File: config.mk
export PLATFORM = sky130hd
export DESIGN_NAME = gray_count_flat
export DESIGN_NICKNAME = d
export VERILOG_FILES = /design/src/rtl/gray_count_if.sv /design/src/rtl/gray_count.sv /design/src/flat_wrapper.sv
export SDC_FILE = /design/constraint.sdc
export NUM_CORES = 1
export LEC_CHECK = 0
export CAP_MARGIN = 40
export CORE_MARGIN = 5
export CORE_UTILIZATION = 30
export CTS_CLUSTER_DIAMETER = 60
export DETAILED_ROUTE_END_ITERATION = 16
export GPL_ROUTABILITY_DRIVEN = 0
export PLACE_DENSITY_LB_ADDON = 0.05
export SLEW_MARGIN = 0
export SYNTH_ARGS = -nofsm -noshare
export SYNTH_HDL_FRONTEND = slang
export SYNTH_SLANG_ARGS = --single-unit
File: constraint.sdc
create_clock -name clk -period 1.9 [get_ports clk]
set_clock_uncertainty 0.2 [all_clocks]
set_input_delay 0.475 -clock clk [delete_from_list [all_inputs] [get_ports clk]]
set_output_delay 0.475 -clock clk [all_outputs]
set_load 0.02 [all_outputs]
File: src/rtl/gray_count_if.sv
// -----------------------------------------------------------------------------
// gray_count_if
// Bus bundle between the Gray-code counter and whatever consumes its value.
//
// Handshake: there is no valid/ready pair on this bus. enable is a level that
// the master holds for each clk edge it wants a count step on. gray_count
// (and wrap, when present) are registered and valid every cycle.
//
// Signals:
//   enable      master -> slave  count enable, sampled on clk rising edge
//   gray_count  slave  -> master registered Gray-code count, WIDTH bits
//   wrap        slave  -> master one-cycle pulse when the count rolls over
//                                (only when GRAY_COUNT_WRAP_EN is defined)
//
// Optional feature macro: GRAY_COUNT_WRAP_EN
// -----------------------------------------------------------------------------
interface gray_count_if #(
    parameter int WIDTH = 8
);
    logic             enable;
    logic [WIDTH-1:0] gray_count;
`ifdef GRAY_COUNT_WRAP_EN
    logic             wrap;

    modport master (
        output enable,
        input  gray_count,
        input  wrap
    );

    modport slave (
        input  enable,
        output gray_count,
        output wrap
    );
`else
    modport master (
        output enable,
        input  gray_count
    );

    modport slave (
        input  enable,
        output gray_count
    );
`endif
endinterface

File: src/rtl/gray_count.sv
// -----------------------------------------------------------------------------
// gray_count
// Free-running, enable-gated Gray-code up-counter. A binary count is kept
// internally; the Gray value is registered on the same edge as the binary
// step, so the output always equals bin ^ (bin >> 1) with no added latency
// and with no combinational path from any input to the output.
//
// Parameters:
//   WIDTH   counter width in bits, legal range 2..32 (default 8)
//
// Ports:
//   clk     rising-edge clock for all state
//   reset   asynchronous, active-high reset; clears all state immediately
//   bus     gray_count_if.slave
//             enable      count enable
//             gray_count  registered Gray-code count
//             wrap        one-cycle rollover pulse (GRAY_COUNT_WRAP_EN only)
//
// Optional feature macro: GRAY_COUNT_WRAP_EN
//   When defined, bus.wrap pulses high for one cycle on the enabled edge that
//   takes the binary count from all-ones to zero.
// -----------------------------------------------------------------------------
module gray_count #(
    parameter int WIDTH = 8
) (
    input  logic        clk,
    input  logic        reset,
    gray_count_if.slave bus
);

    logic [WIDTH-1:0] bin_q;
    logic [WIDTH-1:0] bin_d;
    logic [WIDTH-1:0] gray_q;
    logic [WIDTH-1:0] gray_d;

    // The Gray flop is loaded from the *next* binary value so that the
    // registered output tracks bin_q exactly on every edge.
    always_comb begin
        bin_d = bin_q;
        if (bus.enable) begin
            bin_d = bin_q + 1'b1;
        end
        gray_d = bin_d ^ (bin_d >> 1);
    end

    always_ff @(posedge clk or posedge reset) begin
        if (reset) begin
            bin_q  <= '0;
            gray_q <= '0;
        end else begin
            bin_q  <= bin_d;
            gray_q <= gray_d;
        end
    end

    assign bus.gray_count = gray_q;

`ifdef GRAY_COUNT_WRAP_EN
    logic wrap_q;
    logic wrap_d;

    // Rollover is an enabled step out of all-ones; with enable low the pulse
    // drops back to 0 on the next edge.
    always_comb begin
        wrap_d = bus.enable && (bin_q == {WIDTH{1'b1}});
    end

    always_ff @(posedge clk or posedge reset) begin
        if (reset) begin
            wrap_q <= 1'b0;
        end else begin
            wrap_q <= wrap_d;
        end
    end

    assign bus.wrap = wrap_q;
`endif

endmodule

File: src/flat_wrapper.sv
// flat-port wrapper written by rule: the top's interface ports become plain ports
module gray_count_flat 
#(
    parameter int WIDTH = 8
)
  (clk, reset, bus_enable, bus_gray_count);
  gray_count_if #(.WIDTH(WIDTH)) bus_i ();
  input  logic clk;
  input  logic reset;
  input wire logic [$bits(bus_i.enable)-1:0] bus_enable;
  output wire logic [$bits(bus_i.gray_count)-1:0] bus_gray_count;
  assign bus_i.enable = bus_enable;
  assign bus_gray_count = bus_i.gray_count;
  gray_count #(.WIDTH(WIDTH)) u_core (.clk(clk), .reset(reset), .bus(bus_i));
endmodule
==> summary.md, run 1 <==
| Metric | Value |
|---|---|
| Status | finished, final reports clean |
| Top-area cell type share of the netlist area | 0.520 |
| Maximum clock frequency | 556 MHz |
| Synth Area in Compound Gates | 0.0589 |
| DPL Wire Length | 905 um |
| Flop-to-flop setup slack | 0.19 ns |
| # DRC | 0 |
| Setup Buffers After CTS | 0 |
| Cells after synthesis | 64 |
| Crit Path Category | primary input to flop |
| Dpl ws | -0.200 ns |
| Setup ws final | 0.103 ns |
| Diode count | 0 |
| CP Max Fanout | 6 |
| RR Startpoint | u_core.bin_q[0] |
| Critical Path Sink Type | flop |
| Top post-synthesis cells by area | dfrtp_1, xnor2_1, xor2_1 |
| Sequence of cells on the critical path | clkdlybuf4s50_1 -> and3_1 -> nand2_1 -> a22oi_1 -> xor2_1 |
| P&R area growth vs syn | 28.4% |
| Num rows | 17 |
| Max cap viols | 0 |
| Register area share after synthesis | 0.520 |
| Reg clk slew, reported paths | 0.09 ns |
| Num CTS Buffers | 3 |
| Antenna viol nets, final | 0 |
| Worst vdd ir | 718 uV |
| Largest family of logic cells by synthesized area | XOR/XNOR gates |
| Final Hold Viols | 0 |
| Core area | 2250 um^2 |
| Hold Crit Class | primary input to async pin |
| NumNets Final | 87 |
| Initial antenna violation count | 0 |
| I/O Buffers | 10 |
| Initial detailed-routing violation count | 3 |
| Actual slew at the worst max-slew pin | 0.252 ns |
| Critical-path top delay cell | clkdlybuf4s50_1 |
| Power Dens Cells | 1580 nW/um^2 |
| Bufs on Longest Clock Path | 2 |
| Simple-Gate Fraction of Synth Area | 0.109 |
| Fin crit share | 0.946 |
| Worst skew pair latency | 0.28 ns |
| Fin. max-slew vios | 0 |
| Metal2 WL | 586 um |
| Setup Viol. Count Final | 0 |
| P_leak | 0.508 nW |
| Yosys cell types | 21 |
| Ratio of cells with drive above 1 in the final layout | 0.183 |
| TritonCTS clock tree | built |
| Post-synthesis mux area share | 0.0416 |
| DR vias | 470 |
| Normalized max-slew margin | 0.831 |
| Hold slack | 0.280 ns |
| Worst endpoint required time | 1.91 ns |
| Routed wl met3 | 72 um |
| Chip Width | 59.1 um |
| Post-synthesis xor/xnor area fraction | 0.182 |
| Chip Height | 59.1 um |
| Yosys top cell by area | dfrtp_1 |
| Slowest cell delay on critical path | 0.53 ns |
| Vias in the first global route | 473 |
| # H-tree levels | 1 |
| WL/cell | 11.1 um |
| WL final | 1220 um |
| Full die area | 3490 um^2 |
| Cells on worst reg2reg path | 5 |
| Top sig layer | met4 |
| Overflow after GRT | 0 |
| Final Critical Period | 1.80 ns |
| Maximum number of pins on one net before global-route repair | 16 |
| Initial core utilization | 0.320 |
| Synth Register Bits | 15 |
| Synth Net Count | 68 |
| First-pass GRT wire length | 2110 um |
| M1 WL | 549 um |
| Synth Area in Adders | 0.0173 |
| RSZ-0062 raised after global routing | false |
| Setup crit start kind | primary input |
| Post-Syn Area | 722 um^2 |
| Router iterations before antenna repair | 2 |
| CTS root buf | clkbuf_4 |
| Total track usage | 0.0832 |
| Io pins | 11 |
| Vias per inst | 4.27 |
| Fill count | 247 |
| WP data arrival | 1.81 ns |
| Synth warnings | 0 |
| Average size of a mapped cell | 11.3 um^2 |
| Clock Sinks | 15 |
| Worst r2r dst | u_core.bus.gray_count[6] |
==> worst max path at each step <==
stage | to | slack (ns) | from | depth (start not counted)
finish | u_core.bus.gray_count[6] | 0.10 | bus_enable | 5
global route | u_core.bus.gray_count[2] | 0.04 | bus_enable | 5
CTS | bus_gray_count[3] | 0.0006 | u_core.bus.gray_count[3] | 1
detailed placement | u_core.bus.gray_count[6] | -0.20 | bus_enable | 5
global placement | u_core.bus.gray_count[2] | -0.20 | bus_enable | 5
floorplan | u_core.bus.gray_count[5] | 0.29 | bus_enable | 6
==> kinds of logic (layout without fill, tap and decap cells) <==
family,count (synthesis),in the layout
flip-flops,15,15
AO/OA/AOI/OAI,6,6
XOR/XNOR,15,15
AND/OR/NAND/NOR,15,15
multiplexers,3,3
buffers and inverters,9,27
adder cells (fa/ha/maj),1,1
==> cell usage in the layout (no fill, tap or decap), types with 3 or more instances in the layout <==
cell type       count
buf_4               9
a21oi_1             3
inv_1               4
dlymetal6s2s_1      6
clkbuf_4            3
xnor2_1            10
mux2i_1             3
xor2_1              5
nand2_1             6
dfrtp_1            15
==> synthesized netlist by cell type <==
library cell	count
dfrtp_1	15
xnor2_1	10
nand2_1	6
xor2_1	5
inv_1	4
a21oi_1	3
mux2i_1	3
and3_1	2
buf_2	2
nand4_1	2
nor2_1	2
a221oi_2	1
a22oi_1	1
buf_4	1
clkbuf_2	1
clkbuf_8	1
ha_1	1
nand3_1	1
nand4_2	1
nor2_2	1
o21ai_0	1
==> power breakdown <==
group,switching (mW),total (mW),internal (mW)
logic,0.335,0.696,0.361
registers,0.121,0.587,0.466
clock network,0.103,0.184,0.0813
total,0.558,1.47,0.908
==> worst max-delay path, delay by kind of cell <==
| family | cells | cell delay (ns) |
|---|---|---|
| buf+inv | 1 | 0.53 |
| xor+xnor | 1 | 0.16 |
| simple gates | 2 | 0.41 |
| compound gates | 1 | 0.24 |
==> repair_timing <==
item / in CTS / in global routing
endpoints found under the hold margin: 0 / 0
endpoints found under the setup margin: 2 / 6
resized for setup: 2 / 6
hold buffers: 0 / 0
pin swaps: 0 / 0
==> per-stage QoR <==
stage | util | total power [mW] | area (um^2) | setup TNS, ns | cells
finish | 0.411 | 1.47 | 927 | 0 | 110
global route | 0.411 | 1.61 | 927 | 0 | 110
CTS | 0.405 | 1.51 | 912 | 0 | 110
detailed placement | 0.394 | 1.33 | 888 | -1.10 | 106
global placement | 0.394 | 1.32 | 888 | -1.11 | 106
floorplan | - | 1.06 | 722 | 0 | 64
==> cell type report <==
type | instances | area, um^2 | area share
tap | 28 | 35.0 | 0.0378
multi-input combinational | 40 | 295 | 0.318
sequential | 15 | 375 | 0.405
inverter | 4 | 15.0 | 0.0162
timing repair buffer | 19 | 180 | 0.194
clock buffer | 4 | 26.3 | 0.0283
==> registers in the layout, summed over array words and instances (netlist names) <==
signal,count
u_core.bus.gray_count,7
u_core.bin_q,8
==> metal layers <==
metal	vias up	GRT usage
met5	-	0
met4	0	0.0485
met3	2	0.0240
met2	6	0.128
met1	221	0.103
li1	241	-
Power figures use the tool's default switching activity.
==> run 2: changes to the inputs <==
--- a/config.mk
+++ b/config.mk
@@ -7,11 +7,12 @@
 export LEC_CHECK = 0
 export CAP_MARGIN = 40
 export CORE_MARGIN = 5
-export CORE_UTILIZATION = 30
+export CORE_UTILIZATION = 50
 export CTS_CLUSTER_DIAMETER = 60
 export DETAILED_ROUTE_END_ITERATION = 16
 export GPL_ROUTABILITY_DRIVEN = 0
 export PLACE_DENSITY_LB_ADDON = 0.05
+export SKIP_CTS_REPAIR_TIMING = 1
 export SLEW_MARGIN = 0
 export SYNTH_ARGS = -nofsm -noshare
 export SYNTH_HDL_FRONTEND = slang
==> run 2 against run 1 <==
Net effect:
- clock power is 4% lower
- critical endpoint unchanged
- highest routed layer unchanged
- count of clock-buffer cells in the layout stayed put
- global-route usage is 4.2 points higher
- sequential share of layout area is 1.0 points higher
- routed wire length is 2.4% lower
==> summary.md, run 2 (synthesized netlist as in run 1, its figures left out) <==
| Metric | Value |
|---|---|
| CTS root buf | clkbuf_4 |
| Antenna viol nets, final | 0 |
| Final Hold Viols | 0 |
| Most common cell after layout, fill and taps aside | dfrtp_1 |
| P&R area growth vs syn | 25.3% |
| Initial core utilization | 0.541 |
| Initial detailed-routing violation count | 4 |
| Num CTS Buffers | 3 |
| Actual slew at the worst max-slew pin | 0.303 ns |
| Worst endpoint required time | 1.86 ns |
| Setup ws final | 0.114 ns |
| Biggest register | u_core.bin_q |
| Chip Width | 48 um |
| Vias per inst | 5.00 |
| # DRC | 0 |
| Io pins | 11 |
| WL final | 1190 um |
| Maximum number of pins on one net before global-route repair | 16 |
| Status | finished, final reports clean |
| FF+latch area | 375 um^2 |
| Setup TNS | 0 ns |
| Vias in the first global route | 410 |
| Critical Path Sink Type | flop |
| Chip Height | 48 um |
| Multi-input gate area | 297 um^2 |
| NumNets Final | 85 |
| Bufs on Longest Clock Path | 2 |
| Initial antenna violation count | 0 |
| TritonCTS clock tree | built |
| # H-tree levels | 1 |
| Ratio of cells with drive above 1 in the final layout | 0.175 |
| Overflow after GRT | 0 |
| Fin. max-slew vios | 0 |
| WL/cell | 12.5 um |
| Max reg flops | 8 |
| Router iterations before antenna repair | 4 |
| Num rows | 13 |
| Full die area | 2300 um^2 |
| WP data arrival | 1.75 ns |
| DPL Wire Length | 892 um |
| Hold slack | 0.289 ns |
| Setup crit start kind | primary input |
| Fin crit share | 0.940 |
| Most frequent cells in the layout | dfrtp_1, xnor2_1, dlymetal6s2s_1, buf_4, nand2_1 |
| Setup Viol. Count Final | 0 |
| Fill count | 119 |
| Reg clk slew, reported paths | 0.08 ns |
| First-pass GRT wire length | 1870 um |
| Normalized max-slew margin | 0.797 |
| Fin cells | 95 |
| Crit Path Category | primary input to flop |
| Worst vdd ir | 878 uV |
| RSZ-0062 raised after global routing | false |
| Final core utilization | 0.678 |
| Diode count | 0 |
| DR vias | 475 |
| Power, Total | 1.45 mW |
| Core area | 1330 um^2 |
| Clock Sinks | 15 |
| Fin area | 905 um^2 |
| P_leak | 0.521 nW |
| Max cap viols | 0 |
| Total track usage | 0.125 |
| Dpl ws | -0.219 ns |
| Final Critical Period | 1.79 ns |
| Hold Crit Class | primary input to async pin |
| CP Max Fanout | 8 |
| DP Cell Count | 91 |
| Placed cell area | 857 um^2 |
| Power Dens Cells | 1610 nW/um^2 |
| I/O Buffers | 10 |
| Worst skew pair latency | 0.28 ns |
| Maximum clock frequency | 560 MHz |
run 2: cell types whose count changed in the layout (fill, tap and decap cells not counted), sizes merged:
cell / delta
dlymetal6s2s: +2
buf: -2
dlygate4sd2: -2
run 2: final timing paths:
path                       slack [ns]  depth (start not counted)            start                  endpoint
setup / recovery                 0.11                          6       bus_enable  u_core.bus.gray_count[6]
hold reg to reg                  0.31                          1  u_core.bin_q[7]  u_core.bus.gray_count[6]
min in group clk                 0.31                          1  u_core.bin_q[7]  u_core.bus.gray_count[6]
setup reg to reg                 0.19                          5  u_core.bin_q[0]  u_core.bus.gray_count[5]
max in group asynchronous        1.04                          3            reset  u_core.bus.gray_count[4]
hold / removal                   0.29                          3            reset           u_core.bin_q[2]
run 2: critical path, stage by stage:
cell and delay (ns):
clkdlybuf4s50_1 0.55, nand4_2 0.09, buf_4 0.19, mux2i_1 0.19, a22oi_1 0.10, xor2_1 0.15
run 2: routing by layer:
layer	vias to the layer above	GRT usage	wire [um]
li1	239	-	-
met1	215	0.152	577
met2	17	0.185	497
met3	4	0.0451	88
met4	0	0.0806	28
met5	-	0	0
run 2: layout make-up:
class / instances / share of cell area
clock buffers: 4 / 0.0290
inverters: 4 / 0.0166
multi-input cells: 40 / 0.328
flip-flops and latches: 15 / 0.415
well taps: 15 / 0.0207
repair buffers: 17 / 0.191
run 2: power by group:
group	internal [mW]	total (mW)	leakage (nW)	switching, mW
Sequential	0.466	0.598	0.186	0.132
Clock	0.0814	0.177	0.0150	0.0956
Combinational	0.346	0.679	0.320	0.333
